File: config.mk
export PLATFORM = sky130hd
export DESIGN_NAME = dmem_access_ctrl_flat
export DESIGN_NICKNAME = d
export VERILOG_FILES = /design/src/rtl/dmem_access_ctrl_if.sv /design/src/rtl/dmem_access_ctrl.sv /design/src/flat_wrapper.sv
export SDC_FILE = /design/constraint.sdc
export NUM_CORES = 1
export LEC_CHECK = 0
export BUFFER_PORTS_ARGS = -buffer_cell sky130_fd_sc_hd__buf_2
export CAP_MARGIN = 20
export CORE_MARGIN = 1
export CORE_UTILIZATION = 54
export DETAILED_ROUTE_END_ITERATION = 6
export PLACE_DENSITY = 0.82
export SETUP_SLACK_MARGIN = 0.3
export SLEW_MARGIN = 20
export SYNTH_ARGS = -nofsm -noshare
export SYNTH_HDL_FRONTEND = slang
export SYNTH_SLANG_ARGS = --single-unit
File: constraint.sdc
create_clock -name clk -period 4.5 [get_ports clk]
set_clock_uncertainty 0.2 [all_clocks]
set_input_delay 1.35 -clock clk [delete_from_list [all_inputs] [get_ports clk]]
set_output_delay 1.35 -clock clk [all_outputs]
set_load 0.05 [all_outputs]
File: src/rtl/dmem_access_ctrl_if.sv
// Core-side request/response and word-wide data-memory bus signals.
// The design drives through the slave modport; the core/bus side uses master.
interface dmem_access_ctrl_if;
  logic        Req;
  logic        DMWr;
  logic [2:0]  DMCtrl;
  logic [31:0] Addr;
  logic [31:0] WrData;
  logic        Stall;
  logic        Done;
  logic [31:0] RdData;
  logic        Err;
  logic        BusReq;
  logic        BusWe;
  logic [31:0] BusAddr;
  logic [3:0]  BusBe;
  logic [31:0] BusWData;
  logic        BusGnt;
  logic [31:0] BusRData;
  logic        BusRValid;

  modport slave (
    input  Req, DMWr, DMCtrl, Addr, WrData, BusGnt, BusRData, BusRValid,
    output Stall, Done, RdData, Err, BusReq, BusWe, BusAddr, BusBe, BusWData
  );

  modport master (
    output Req, DMWr, DMCtrl, Addr, WrData, BusGnt, BusRData, BusRValid,
    input  Stall, Done, RdData, Err, BusReq, BusWe, BusAddr, BusBe, BusWData
  );
endinterface

File: src/rtl/dmem_access_ctrl.sv
// Sequences RV32I loads/stores onto a handshaked word bus, splitting misaligned
// accesses into two word transactions; min latency 3 cycles (store), 4 (load).
module dmem_access_ctrl #(
  parameter bit ALLOW_MISALIGN = 1'b1
) (
  input  logic              clk,
  input  logic              rst_n,
  dmem_access_ctrl_if.slave mem_if
);

  localparam logic [2:0] IDLE   = 3'd0;
  localparam logic [2:0] ISSUE0 = 3'd1;
  localparam logic [2:0] WAIT0  = 3'd2;
  localparam logic [2:0] ISSUE1 = 3'd3;
  localparam logic [2:0] WAIT1  = 3'd4;
  localparam logic [2:0] DONE   = 3'd5;

  function automatic logic [2:0] size_of(input logic [1:0] code);
    case (code)
      2'b00:   return 3'd1;
      2'b01:   return 3'd2;
      default: return 3'd4;
    endcase
  endfunction

  function automatic logic crosses(input logic [1:0] off, input logic [1:0] code);
    return ({2'b00, off} + {1'b0, size_of(code)}) > 4'd4;
  endfunction

  // Codes 011/111 don't exist; 11x is unused; unsigned variants are load-only.
  function automatic logic illegal(input logic [2:0] ctrl, input logic we);
    return (ctrl[1:0] == 2'b11) || (ctrl[2] && (ctrl[1] || we));
  endfunction

  logic [2:0]  state_q, state_d;
  logic [31:0] addr_q, addr_d;
  logic        we_q, we_d;
  logic [2:0]  ctrl_q, ctrl_d;
  logic [31:0] wdata_q, wdata_d;
  logic [31:0] lo_q, lo_d;
  logic [23:0] hi_q, hi_d;
  logic        err_q, err_d;

  logic split;
  assign split = crosses(addr_q[1:0], ctrl_q[1:0]);

  always_comb begin
    state_d = state_q;
    addr_d  = addr_q;
    we_d    = we_q;
    ctrl_d  = ctrl_q;
    wdata_d = wdata_q;
    lo_d    = lo_q;
    hi_d    = hi_q;
    err_d   = err_q;
    case (state_q)
      IDLE: if (mem_if.Req) begin
        addr_d  = mem_if.Addr;
        we_d    = mem_if.DMWr;
        ctrl_d  = mem_if.DMCtrl;
        wdata_d = mem_if.WrData;
        lo_d    = '0;
        hi_d    = '0;
        err_d   = illegal(mem_if.DMCtrl, mem_if.DMWr) ||
                  (!ALLOW_MISALIGN && crosses(mem_if.Addr[1:0], mem_if.DMCtrl[1:0]));
        state_d = err_d ? DONE : ISSUE0;
      end
      ISSUE0: if (mem_if.BusGnt) begin
        if (we_q) state_d = split ? ISSUE1 : DONE;
        else      state_d = WAIT0;
      end
      WAIT0: if (mem_if.BusRValid) begin
        lo_d    = mem_if.BusRData;
        state_d = split ? ISSUE1 : DONE;
      end
      ISSUE1: if (mem_if.BusGnt) state_d = we_q ? DONE : WAIT1;
      // Top byte of the high word never reaches the result, even at offset 3.
      WAIT1: if (mem_if.BusRValid) begin
        hi_d    = mem_if.BusRData[23:0];
        state_d = DONE;
      end
      DONE:    state_d = IDLE;
      default: state_d = IDLE;
    endcase
  end

  always_ff @(posedge clk or negedge rst_n) begin
    if (!rst_n) begin
      state_q <= IDLE;
      addr_q  <= '0;
      we_q    <= 1'b0;
      ctrl_q  <= '0;
      wdata_q <= '0;
      lo_q    <= '0;
      hi_q    <= '0;
      err_q   <= 1'b0;
    end else begin
      state_q <= state_d;
      addr_q  <= addr_d;
      we_q    <= we_d;
      ctrl_q  <= ctrl_d;
      wdata_q <= wdata_d;
      lo_q    <= lo_d;
      hi_q    <= hi_d;
      err_q   <= err_d;
    end
  end

  // Byte lanes and data across the two-word window the access may touch.
  logic [3:0]  size_mask;
  logic [7:0]  be_wide;
  logic [63:0] wd_wide;
  logic        issuing, hi_phase;

  assign size_mask = (ctrl_q[1:0] == 2'b00) ? 4'b0001 :
                     (ctrl_q[1:0] == 2'b01) ? 4'b0011 : 4'b1111;
  assign be_wide   = {4'b0000, size_mask} << addr_q[1:0];
  assign wd_wide   = {32'h0, wdata_q} << {addr_q[1:0], 3'b000};
  assign issuing   = (state_q == ISSUE0) || (state_q == ISSUE1);
  assign hi_phase  = (state_q == ISSUE1);

  assign mem_if.BusReq   = issuing;
  assign mem_if.BusWe    = issuing && we_q;
  assign mem_if.BusAddr  = {addr_q[31:2], 2'b00} + (hi_phase ? 32'd4 : 32'd0);
  assign mem_if.BusBe    = (issuing && we_q) ? (hi_phase ? be_wide[7:4] : be_wide[3:0]) : 4'b0000;
  assign mem_if.BusWData = (issuing && we_q) ? (hi_phase ? wd_wide[63:32] : wd_wide[31:0]) : 32'h0;

  logic [31:0] aligned, extended;

  always_comb begin
    case (addr_q[1:0])
      2'd0:    aligned = lo_q;
      2'd1:    aligned = {hi_q[7:0],  lo_q[31:8]};
      2'd2:    aligned = {hi_q[15:0], lo_q[31:16]};
      default: aligned = {hi_q[23:0], lo_q[31:24]};
    endcase
    case (ctrl_q)
      3'b000:  extended = {{24{aligned[7]}}, aligned[7:0]};
      3'b001:  extended = {{16{aligned[15]}}, aligned[15:0]};
      3'b010:  extended = aligned;
      3'b100:  extended = {24'h0, aligned[7:0]};
      3'b101:  extended = {16'h0, aligned[15:0]};
      default: extended = 32'h0;
    endcase
  end

  assign mem_if.Done   = (state_q == DONE);
  assign mem_if.Err    = (state_q == DONE) && err_q;
  assign mem_if.RdData = (state_q == DONE) ? extended : 32'h0;
  assign mem_if.Stall  = mem_if.Req && (state_q != DONE);

endmodule

File: src/flat_wrapper.sv
// flat-port wrapper written by rule: the top's interface ports become plain ports
module dmem_access_ctrl_flat 
#(
  parameter bit ALLOW_MISALIGN = 1'b1
)
  (clk, rst_n, mem_if_Req, mem_if_DMWr, mem_if_DMCtrl, mem_if_Addr, mem_if_WrData, mem_if_BusGnt, mem_if_BusRData, mem_if_BusRValid, mem_if_Stall, mem_if_Done, mem_if_RdData, mem_if_Err, mem_if_BusReq, mem_if_BusWe, mem_if_BusAddr, mem_if_BusBe, mem_if_BusWData);
  dmem_access_ctrl_if mem_if_i ();
  input  logic clk;
  input  logic rst_n;
  input wire logic [$bits(mem_if_i.Req)-1:0] mem_if_Req;
  input wire logic [$bits(mem_if_i.DMWr)-1:0] mem_if_DMWr;
  input wire logic [$bits(mem_if_i.DMCtrl)-1:0] mem_if_DMCtrl;
  input wire logic [$bits(mem_if_i.Addr)-1:0] mem_if_Addr;
  input wire logic [$bits(mem_if_i.WrData)-1:0] mem_if_WrData;
  input wire logic [$bits(mem_if_i.BusGnt)-1:0] mem_if_BusGnt;
  input wire logic [$bits(mem_if_i.BusRData)-1:0] mem_if_BusRData;
  input wire logic [$bits(mem_if_i.BusRValid)-1:0] mem_if_BusRValid;
  output wire logic [$bits(mem_if_i.Stall)-1:0] mem_if_Stall;
  output wire logic [$bits(mem_if_i.Done)-1:0] mem_if_Done;
  output wire logic [$bits(mem_if_i.RdData)-1:0] mem_if_RdData;
  output wire logic [$bits(mem_if_i.Err)-1:0] mem_if_Err;
  output wire logic [$bits(mem_if_i.BusReq)-1:0] mem_if_BusReq;
  output wire logic [$bits(mem_if_i.BusWe)-1:0] mem_if_BusWe;
  output wire logic [$bits(mem_if_i.BusAddr)-1:0] mem_if_BusAddr;
  output wire logic [$bits(mem_if_i.BusBe)-1:0] mem_if_BusBe;
  output wire logic [$bits(mem_if_i.BusWData)-1:0] mem_if_BusWData;
  assign mem_if_i.Req = mem_if_Req;
  assign mem_if_i.DMWr = mem_if_DMWr;
  assign mem_if_i.DMCtrl = mem_if_DMCtrl;
  assign mem_if_i.Addr = mem_if_Addr;
  assign mem_if_i.WrData = mem_if_WrData;
  assign mem_if_i.BusGnt = mem_if_BusGnt;
  assign mem_if_i.BusRData = mem_if_BusRData;
  assign mem_if_i.BusRValid = mem_if_BusRValid;
  assign mem_if_Stall = mem_if_i.Stall;
  assign mem_if_Done = mem_if_i.Done;
  assign mem_if_RdData = mem_if_i.RdData;
  assign mem_if_Err = mem_if_i.Err;
  assign mem_if_BusReq = mem_if_i.BusReq;
  assign mem_if_BusWe = mem_if_i.BusWe;
  assign mem_if_BusAddr = mem_if_i.BusAddr;
  assign mem_if_BusBe = mem_if_i.BusBe;
  assign mem_if_BusWData = mem_if_i.BusWData;
  dmem_access_ctrl #(.ALLOW_MISALIGN(ALLOW_MISALIGN)) u_core (.clk(clk), .rst_n(rst_n), .mem_if(mem_if_i));
endmodule
# == Yosys cells after proc, flatten, opt, wreduce, memory -nomap -nowiden ==
# Cells that the tools add are included.
# word_totals
regBits,128
input_bits,105
out_inout_bits,105
wordCells,76
# classes
n_addsub,2
order_cmp,1
eq_ne,19
shift,2
n_mux,27
reduce_logical,17
# op_table
op,count
32-bit two-way mux,5
32-bit one-hot mux with 5 select lines,1
32-bit one-hot mux with 3 select lines,1
32-bit one-hot mux with 2 select lines,1
32-bit by 5-bit left shift with 64-bit output,1
24-bit two-way mux,2
24-bit one-hot mux with 2 select lines,1
32-bit adder,1
3-bit two-way mux,9
4-bit two-way mux,4
3-bit one-hot mux with 5 select lines,1
"3-bit equality test, second input constant",4
"2-bit inequality test, second input constant",5
"3-bit by 2-bit equality test with 1-bit output, second input constant",3
4-bit by 2-bit left shift with 8-bit output,1
"3-bit by 1-bit equality test with 1-bit output, second input constant",2
3-bit logical NOT,2
3-bit one-hot mux with 2 select lines,1
3-bit AND reduction,2
5-bit AND reduction,1
2-bit by 3-bit adder with 4-bit output,1
"2-bit by 1-bit equality test with 1-bit output, second input constant",2
"2-bit equality test, second input constant",2
"4-bit by 3-bit > comparator with 1-bit output, second input constant",1
7 further kinds,14

# == Longest topological paths before layout ==
# Gate-level depths: netlist of the first run.
# depth
ltp_word,8
depth_mapped,12
depth_no_buf,8

# == Worst setup path before layout of the first run ==
# OpenSTA, ideal clock, no wires.
# synth_path
path_kind,flip-flop to output port
from,reg u_core.state_q[2]
to,out mem_if_BusAddr[14]
arrival_time_ns,3.074
required_ns,2.950
path_slack_ns,-0.124
stages_incl_launch_ff,13
path_buffers,4
path_cell_list,dfrtp_1 > buf_2 > nand3b_1 > buf_4 > inv_1 > buf_2 > buf_2 > ha_1 > ha_1 > nand2_1 > nor3_1 > nand4_1 > xnor2_1
# synth_via
elab_chain_cells,3
# synth_lines
element,line_no,text
from (decl),dmem_access_ctrl.sv:35,"logic [2:0] state_q, state_d;"
from (signal assigned),dmem_access_ctrl.sv:98,state_q <= state_d;
3-bit by 2-bit equality test with 1-bit output,dmem_access_ctrl.sv:120,assign hi_phase = (state_q == ISSUE1);
3-bit two-way mux,dmem_access_ctrl.sv:124,"assign mem_if.BusAddr = {addr_q[31:2], 2'b00} + (hi_phase ? 32'd4 : 32'd0);"
32-bit adder,dmem_access_ctrl.sv:124,
to (decl),flat_wrapper.sv:24,output wire logic [$bits(mem_if_i.BusAddr)-1:0] mem_if_BusAddr;
# No other way between the ends.

# == Worst setup path after layout of the first run ==
# layout_path
from,reg u_core.ctrl_q[1]
to,out mem_if_RdData[19]
# layout_via
elab_chain_cells,3
word_cells_on_any_way,7
cone_classes,eq/ne: 4; mux: 2; reduce/logical: 1
# layout_lines
element,line_no,text
from (decl),dmem_access_ctrl.sv:38,"logic [2:0] ctrl_q, ctrl_d;"
from (signal assigned),dmem_access_ctrl.sv:101,ctrl_q <= ctrl_d;
3-bit equality test (tied with other cells),dmem_access_ctrl.sv:137,case (ctrl_q)
32-bit one-hot mux with 5 select lines *,dmem_access_ctrl.sv:137,
32-bit two-way mux *,dmem_access_ctrl.sv:149,assign mem_if.RdData = (state_q == DONE) ? extended : 32'h0;
to (decl),flat_wrapper.sv:20,output wire logic [$bits(mem_if_i.RdData)-1:0] mem_if_RdData;
# Every way passes the cells marked *; elsewhere a longest branch is shown, timed or not.

==> results of run 1 <==
-- per-layer routing --
layer | routed length, um | vias to the layer above | part of all wire (%)
met4 | 383 | 0 | 1.7
met5 | 0 | - | 0
met3 | 1992 | 42 | 8.6
met1 | 9809 | 3716 | 42
li1 | - | 3574 | -
met2 | 10950 | 388 | 47
-- cell type report --
cell class / count / area [um2] / share of cell area [%]
sequential: 128 / 3209 / 31.91
clock buffer: 19 / 452.9 / 4.504
tap: 180 / 225.2 / 2.239
multi-input combinational: 728 / 4633 / 46.07
timing repair buffer: 236 / 1284 / 12.76
antenna: 2 / 5.005 / 0.04976
inverter: 25 / 95.09 / 0.9455
clock inverter: 13 / 152.6 / 1.518
-- worst max-delay path: stages (launching register included) --
cell and delay, ps:
dfrtp_1 560, o21ai_1 160, buf_4 200, nand2_2 180, or4_4 610, o21ai_0 160
clkbuf_4 280
-- what timing repair did --
| action | CTS | global route |
|---|---|---|
| gates resized for setup | 11 | 13 |
| pin swaps | 1 | 3 |
| buffers inserted | 1 | 7 |
| setup endpoints to repair | 20 | 29 |
| gates cloned | 0 | 0 |
-- report_power, final --
| part | total (W) | internal (W) | switching, W |
|---|---|---|---|
| Combinational | 0.00356 | 0.00127 | 0.00229 |
| Sequential | 0.00218 | 0.00162 | 0.000563 |
| Clock | 0.00142 | 0.000855 | 0.000560 |
| Total | 0.00716 | 0.00374 | 0.00342 |
-- stage by stage --
| stage | hold WS, ps | util, % |
|---|---|---|
| after CTS | 284.3 | 70.66 |
| after global placement | 264.0 | 66.03 |
| after floorplan | 245.3 | - |
| after global routing | 320.4 | 71.35 |
| after detailed placement | 270.9 | 66.03 |
| final | 281.6 | 71.35 |
-- worst max-delay path by stage --
stage / endpoint / slack, ps / startpoint / depth (start not counted)
global route: mem_if_BusAddr[28] / 290 / u_core.state_q[2] / 9
CTS: mem_if_BusBe[1] / 320 / u_core.addr_q[0] / 7
detailed placement: mem_if_BusAddr[26] / 430 / u_core.state_q[1] / 8
global placement: mem_if_BusAddr[26] / 480 / u_core.state_q[1] / 8
floorplan: mem_if_BusAddr[28] / 140 / u_core.state_q[2] / 11
finish: mem_if_RdData[19] / 400 / u_core.ctrl_q[1] / 6
-- kinds of logic (layout without fill, tap and decap cells) --
logic type | count (synthesis) | count (layout) | share of synthesized area [%]
AND/OR/NAND/NOR | 487 | 487 | 26.22
XOR/XNOR | 29 | 29 | 3.210
other | 1 | 4 | 0.04739
AO/OA/AOI/OAI | 137 | 137 | 9.883
multiplexers | 67 | 67 | 13.68
adder cells (fa/ha/maj) | 6 | 6 | 1.044
flip-flops | 128 | 128 | 40.48
buffers and inverters | 96 | 293 | 5.439
-- cell usage after synthesis (2+ instances only) --
| cell | instances | area, um2 |
|---|---|---|
| nand2b_1 | 11 | 68.82 |
| a31oi_1 | 11 | 68.82 |
| and2_1 | 3 | 18.77 |
| nand2_1 | 338 | 1269 |
| nor2b_1 | 2 | 12.51 |
| nand4_1 | 7 | 43.79 |
| xor2_1 | 9 | 78.83 |
| nor3_1 | 32 | 160.2 |
| nor2_1 | 44 | 165.2 |
| a21oi_1 | 28 | 140.1 |
| xnor2_1 | 20 | 175.2 |
| buf_4 | 8 | 60.06 |
| and3_1 | 15 | 93.84 |
| ha_1 | 5 | 62.56 |
| mux2i_1 | 26 | 260.3 |
| mux2_2 | 9 | 101.4 |
| o21ai_0 | 70 | 350.3 |
| buf_6 | 2 | 22.52 |
| o21ai_2 | 9 | 78.83 |
| a211oi_1 | 10 | 75.07 |
| nand3_1 | 15 | 75.07 |
| nand3b_1 | 6 | 45.04 |
| clkbuf_1 | 40 | 150.1 |
| and4_1 | 6 | 52.55 |
| inv_1 | 24 | 90.09 |
| dfrtp_1 | 128 | 3203 |
| a21o_1 | 2 | 15.01 |
| nand2_2 | 2 | 12.51 |
| buf_2 | 19 | 95.09 |
| mux4_2 | 32 | 720.7 |
-- sequential cells by signal, indices dropped and copies added (netlist names) --
register        flops
u_core.hi_q        24
u_core.we_q         1
u_core.lo_q        32
u_core.err_q        1
u_core.wdata_q     32
u_core.state_q      3
u_core.addr_q      32
u_core.ctrl_q       3
==> results by group, run 1 <==
Timing
  • RSZ-0062 raised after global routing: yes
  • Pins Over Slew Limit: 0
  • Tcrit/Tclk final: 91.21%
  • Post-route setup slack: 395.5 ps
  • Max_slew headroom: 42.48%
  • Endpoints failing hold: 0
  • Minimum clock period: 4105 ps
  • Slew @ Worst Pin: 860.8 ps
  • Setup-failing EPs final: 0
  • Highest clock rate: 243.6 MHz
  • TNS Setup: 0 ps

Placed design
  • Placement-stage cell area: 9308 um2
  • Post-Place Cells: 1289
  • DP HPWL: 15.67 mm
  • Placer Congestion: 0.8477
  • Port Buf Inserts: 207
  • Pre-CTS WS: 434.3 ps

Die
  • Die Width: 123.1 um
  • I/O pin cnt: 210
  • Row cnt: 43
  • Core Region: 14100 um2
  • Initial core utilization: 56.13%
  • Die Area: 15140 um2
  • Die height: 123.1 um

Layout
  • Fraction of layout cells with a size suffix above 1: 31.77%
  • Most frequent cells in the layout: nand2_1 (338), buf_2 (198), dfrtp_1 (125)
  • Most common cell after layout, fill and taps aside: nand2_1
  • Post-Layout Cell Count: 1331
  • Layout Nets: 1247
  • Cell area after layout: 10060 um2
  • Fill cells: 1077
  • Synthesis-to-finish area growth: 27.10%

Global routing
  • Met2 layer usage reported by global route: 49.61%
  • GRT Util Overall: 31.70%
  • GRT met1 Usage: 42.80%
  • Vias in the first global route: 7331
  • Grt ovf: 0
  • Largest net degree at the start of global routing: 74
  • GR peak layer: met2
  • First-pass GRT wire length: 36.65 mm
  • Met3 GRT Util: 8.994%
  • Initial antenna violation count: 3

CTS
  • Clk_lat worst skew: 410 ps
  • H-tree depth: 4
  • CTS tree: yes
  • Inserted Clock Buffers: 17
  • Root buffer cell: clkbuf_16
  • Clock sinks: 128
  • CTS Hold Buffers Added: 0
  • Clock slew at reported path FFs: 60 ps
  • Clk buf depth: 2

Synthesis
  • Synthesized instance count: 951
  • Post-Syn Area: 7913 um2
  • FF+latch count, synth: 128
  • Syn. warnings: 0
  • Async SR Flop Fraction: 100.0%
  • Post-synthesis sequential area ratio: 40.48%
  • Synthesized area per cell: 8.320 um2
  • Post-synth EDFFs: 0
  • Distinct cells, synth: 48
  • Top_reg_cell synth: dfrtp_1

Power
  • Max rail drop VDD: 698.7 uV
  • PwrDens: 711.5 nW/um2
  • Pleak: 4.968 nW
  • Design Power: 0.007155 W

Route
  • Per-cell routed wire length: 17.39 um
  • Vias per cell: 5.800
  • Initial DRT Pass Iterations: 5
  • Post-DRT Antenna Nets: 0
  • DRT iter0 DRCs: 722
  • Routed wire length: 23.14 mm
  • # DRC: 0
  • Vias: 7720

Worst setup path
  • Critical path required time: 2950 ps
  • Worst r2r src: u_core.addr_q[1]
  • Critical path class: register to primary output
  • Cell count of the worst reg-to-reg path: 7
  • FF-to-FF End: u_core.state_q[2]
  • Startpoint Class: register
  • Arrival time at the worst endpoint: 2550 ps
  • Worst setup EP type: primary output
  • Reg-to-reg setup timing slack: 1710 ps
  • Maximum net fanout on the critical path: 16

Worst hold path
  • Worst hold endpoint: u_core.lo_q[6]
  • Hold Path Origin: u_core.lo_q[6]
  • Hold WC Path Type: register to register
  • Hold depth: 2

Status
  • Status: complete, no violations

Run
  • Maxcap violations: 0
(Power assumes the default switching activity.)
==> run 2, diff against run 1 <==
--- a/config.mk
+++ b/config.mk
@@ -10,6 +10,7 @@
 export CORE_MARGIN = 1
 export CORE_UTILIZATION = 54
 export DETAILED_ROUTE_END_ITERATION = 6
+export MAX_ROUTING_LAYER = met4
 export PLACE_DENSITY = 0.82
 export SETUP_SLACK_MARGIN = 0.3
 export SLEW_MARGIN = 20
==> results by group, run 2 (synthesis results as in run 1) <==
CTS
  • Root buffer cell: clkbuf_16
  • Clk buf depth: 2
  • Inserted Clock Buffers: 17
  • H-tree depth: 4
  • CTS Hold Buffers Added: 0
  • Clock slew at reported path FFs: 60 ps
  • Clk_lat worst skew: 410 ps
  • Clock sinks: 128
  • CTS tree: yes

Worst setup path
  • Arrival time at the worst endpoint: 2550 ps
  • Critical path required time: 2950 ps
  • Reg-to-reg setup timing slack: 1680 ps
  • Worst setup EP type: primary output
  • Critical path class: register to primary output
  • Maximum net fanout on the critical path: 16
  • Startpoint Class: register

Timing
  • Tcrit/Tclk final: 91.14%
  • TNS Setup: 0 ps
  • Post-route setup slack: 398.6 ps
  • Pins Over Slew Limit: 0
  • Setup-failing EPs final: 0
  • Max_slew headroom: 42.05%
  • Endpoints failing hold: 0
  • Minimum clock period: 4101 ps
  • RSZ-0062 raised after global routing: yes
  • Highest clock rate: 243.8 MHz
  • Slew @ Worst Pin: 867.4 ps

Layout
  • Fraction of layout cells with a size suffix above 1: 31.77%
  • Synthesis-to-finish area growth: 27.10%
  • Layout Nets: 1247
  • Util after Layout: 71.35%
  • Most common cell after layout, fill and taps aside: nand2_1
  • Most frequent cells in the layout: nand2_1 (338), buf_2 (199), dfrtp_1 (125)
  • Largest registers: u_core.addr_q: 32 flops, u_core.lo_q: 32 flops, u_core.wdata_q: 32 flops
  • Post-Layout Cell Count: 1332
  • Fill cells: 1078

Placed design
  • Port Buf Inserts: 207
  • DP HPWL: 15.67 mm
  • Pre-CTS WS: 434.3 ps
  • Post-Place Cells: 1289
  • Placer Congestion: 0.8610

Route
  • Post-DRT Antenna Nets: 0
  • Vias per cell: 5.788
  • Initial DRT Pass Iterations: 5
  • Routed wire length: 23.18 mm
  • Per-cell routed wire length: 17.40 um
  • # DRC: 0
  • Vias: 7710
  • DRT iter0 DRCs: 710

Power
  • Pleak: 4.969 nW
  • Max rail drop VDD: 699.1 uV
  • PwrDens: 711.8 nW/um2
  • Design Power: 0.007159 W

Die
  • Core Region: 14100 um2
  • I/O pin cnt: 210
  • Die height: 123.1 um
  • Initial core utilization: 56.13%
  • Die Area: 15140 um2
  • Row cnt: 43
  • Die Width: 123.1 um

Run
  • Maxcap violations: 0

Worst hold path
  • Hold WC Path Type: register to register

Global routing
  • Grt ovf: 0
  • First-pass GRT wire length: 36.59 mm
  • GRT Util Overall: 32.61%
  • Largest net degree at the start of global routing: 74
  • Initial antenna violation count: 3
  • Vias in the first global route: 7325

Status
  • Status: complete, no violations
## run 2: repair_timing
item | 4_1_cts | 5_1_grt
pin swaps | 1 | 3
setup endpoints to repair | 20 | 28
cloned | 0 | 0
resized for setup | 11 | 12
setup buffers | 1 | 7
hold endpoints to repair | 0 | 0
## run 2: power breakdown
| group | switching (W) | total, W | internal [W] |
|---|---|---|---|
| sequential | 0.000560 | 0.00218 | 0.00162 |
| clock | 0.000561 | 0.00142 | 0.000855 |
| combinational | 0.00230 | 0.00356 | 0.00127 |
| total | 0.00342 | 0.00716 | 0.00374 |
## run 2: metal layers
metal	vias up	wire, um	GRT usage [%]
met3	52	2000	8.118
met4	0	493	10.09
li1	3571	-	-
met5	-	0	-
met2	410	10950	49.72
met1	3677	9733	43.17
## run 2: layout make-up
cell class / count / area, um2 / share of cell area, %
multi-input cells: 728 / 4633 / 46.07
flip-flops and latches: 128 / 3209 / 31.91
repair buffers: 236 / 1281 / 12.74
clock buffers: 19 / 452.9 / 4.504
well taps: 180 / 225.2 / 2.239
clock inverters: 13 / 152.6 / 1.518
inverters: 25 / 95.09 / 0.9455
diodes: 3 / 7.507 / 0.07465
## run 2: metrics by stage
step	hold WS [ps]	cell area, um2
floorplan	245.3	8198
global placement	264.0	9308
detailed placement	270.9	9308
CTS	284.3	9961
global route	320.4	10060
finish	282.6	10060
## run 2: path summary, 6_finish.rpt
kind	startpoint	end	depth (start not counted)
min in group asynchronous	rst_n	u_core.lo_q[5]	1
min	u_core.lo_q[6]	u_core.lo_q[6]	2
max in group asynchronous	rst_n	u_core.wdata_q[1]	2
min reg2reg	u_core.lo_q[6]	u_core.lo_q[6]	2
max reg2reg	u_core.addr_q[1]	u_core.state_q[2]	7
max	u_core.ctrl_q[1]	mem_if_RdData[19]	6
## run 2: critical path, cell delays in order, from the launching register on
cell	delay (ps)
dfrtp_1	560
o21ai_1	160
buf_4	200
nand2_2	160
or4_4	600
o21ai_0	150
buf_2	300
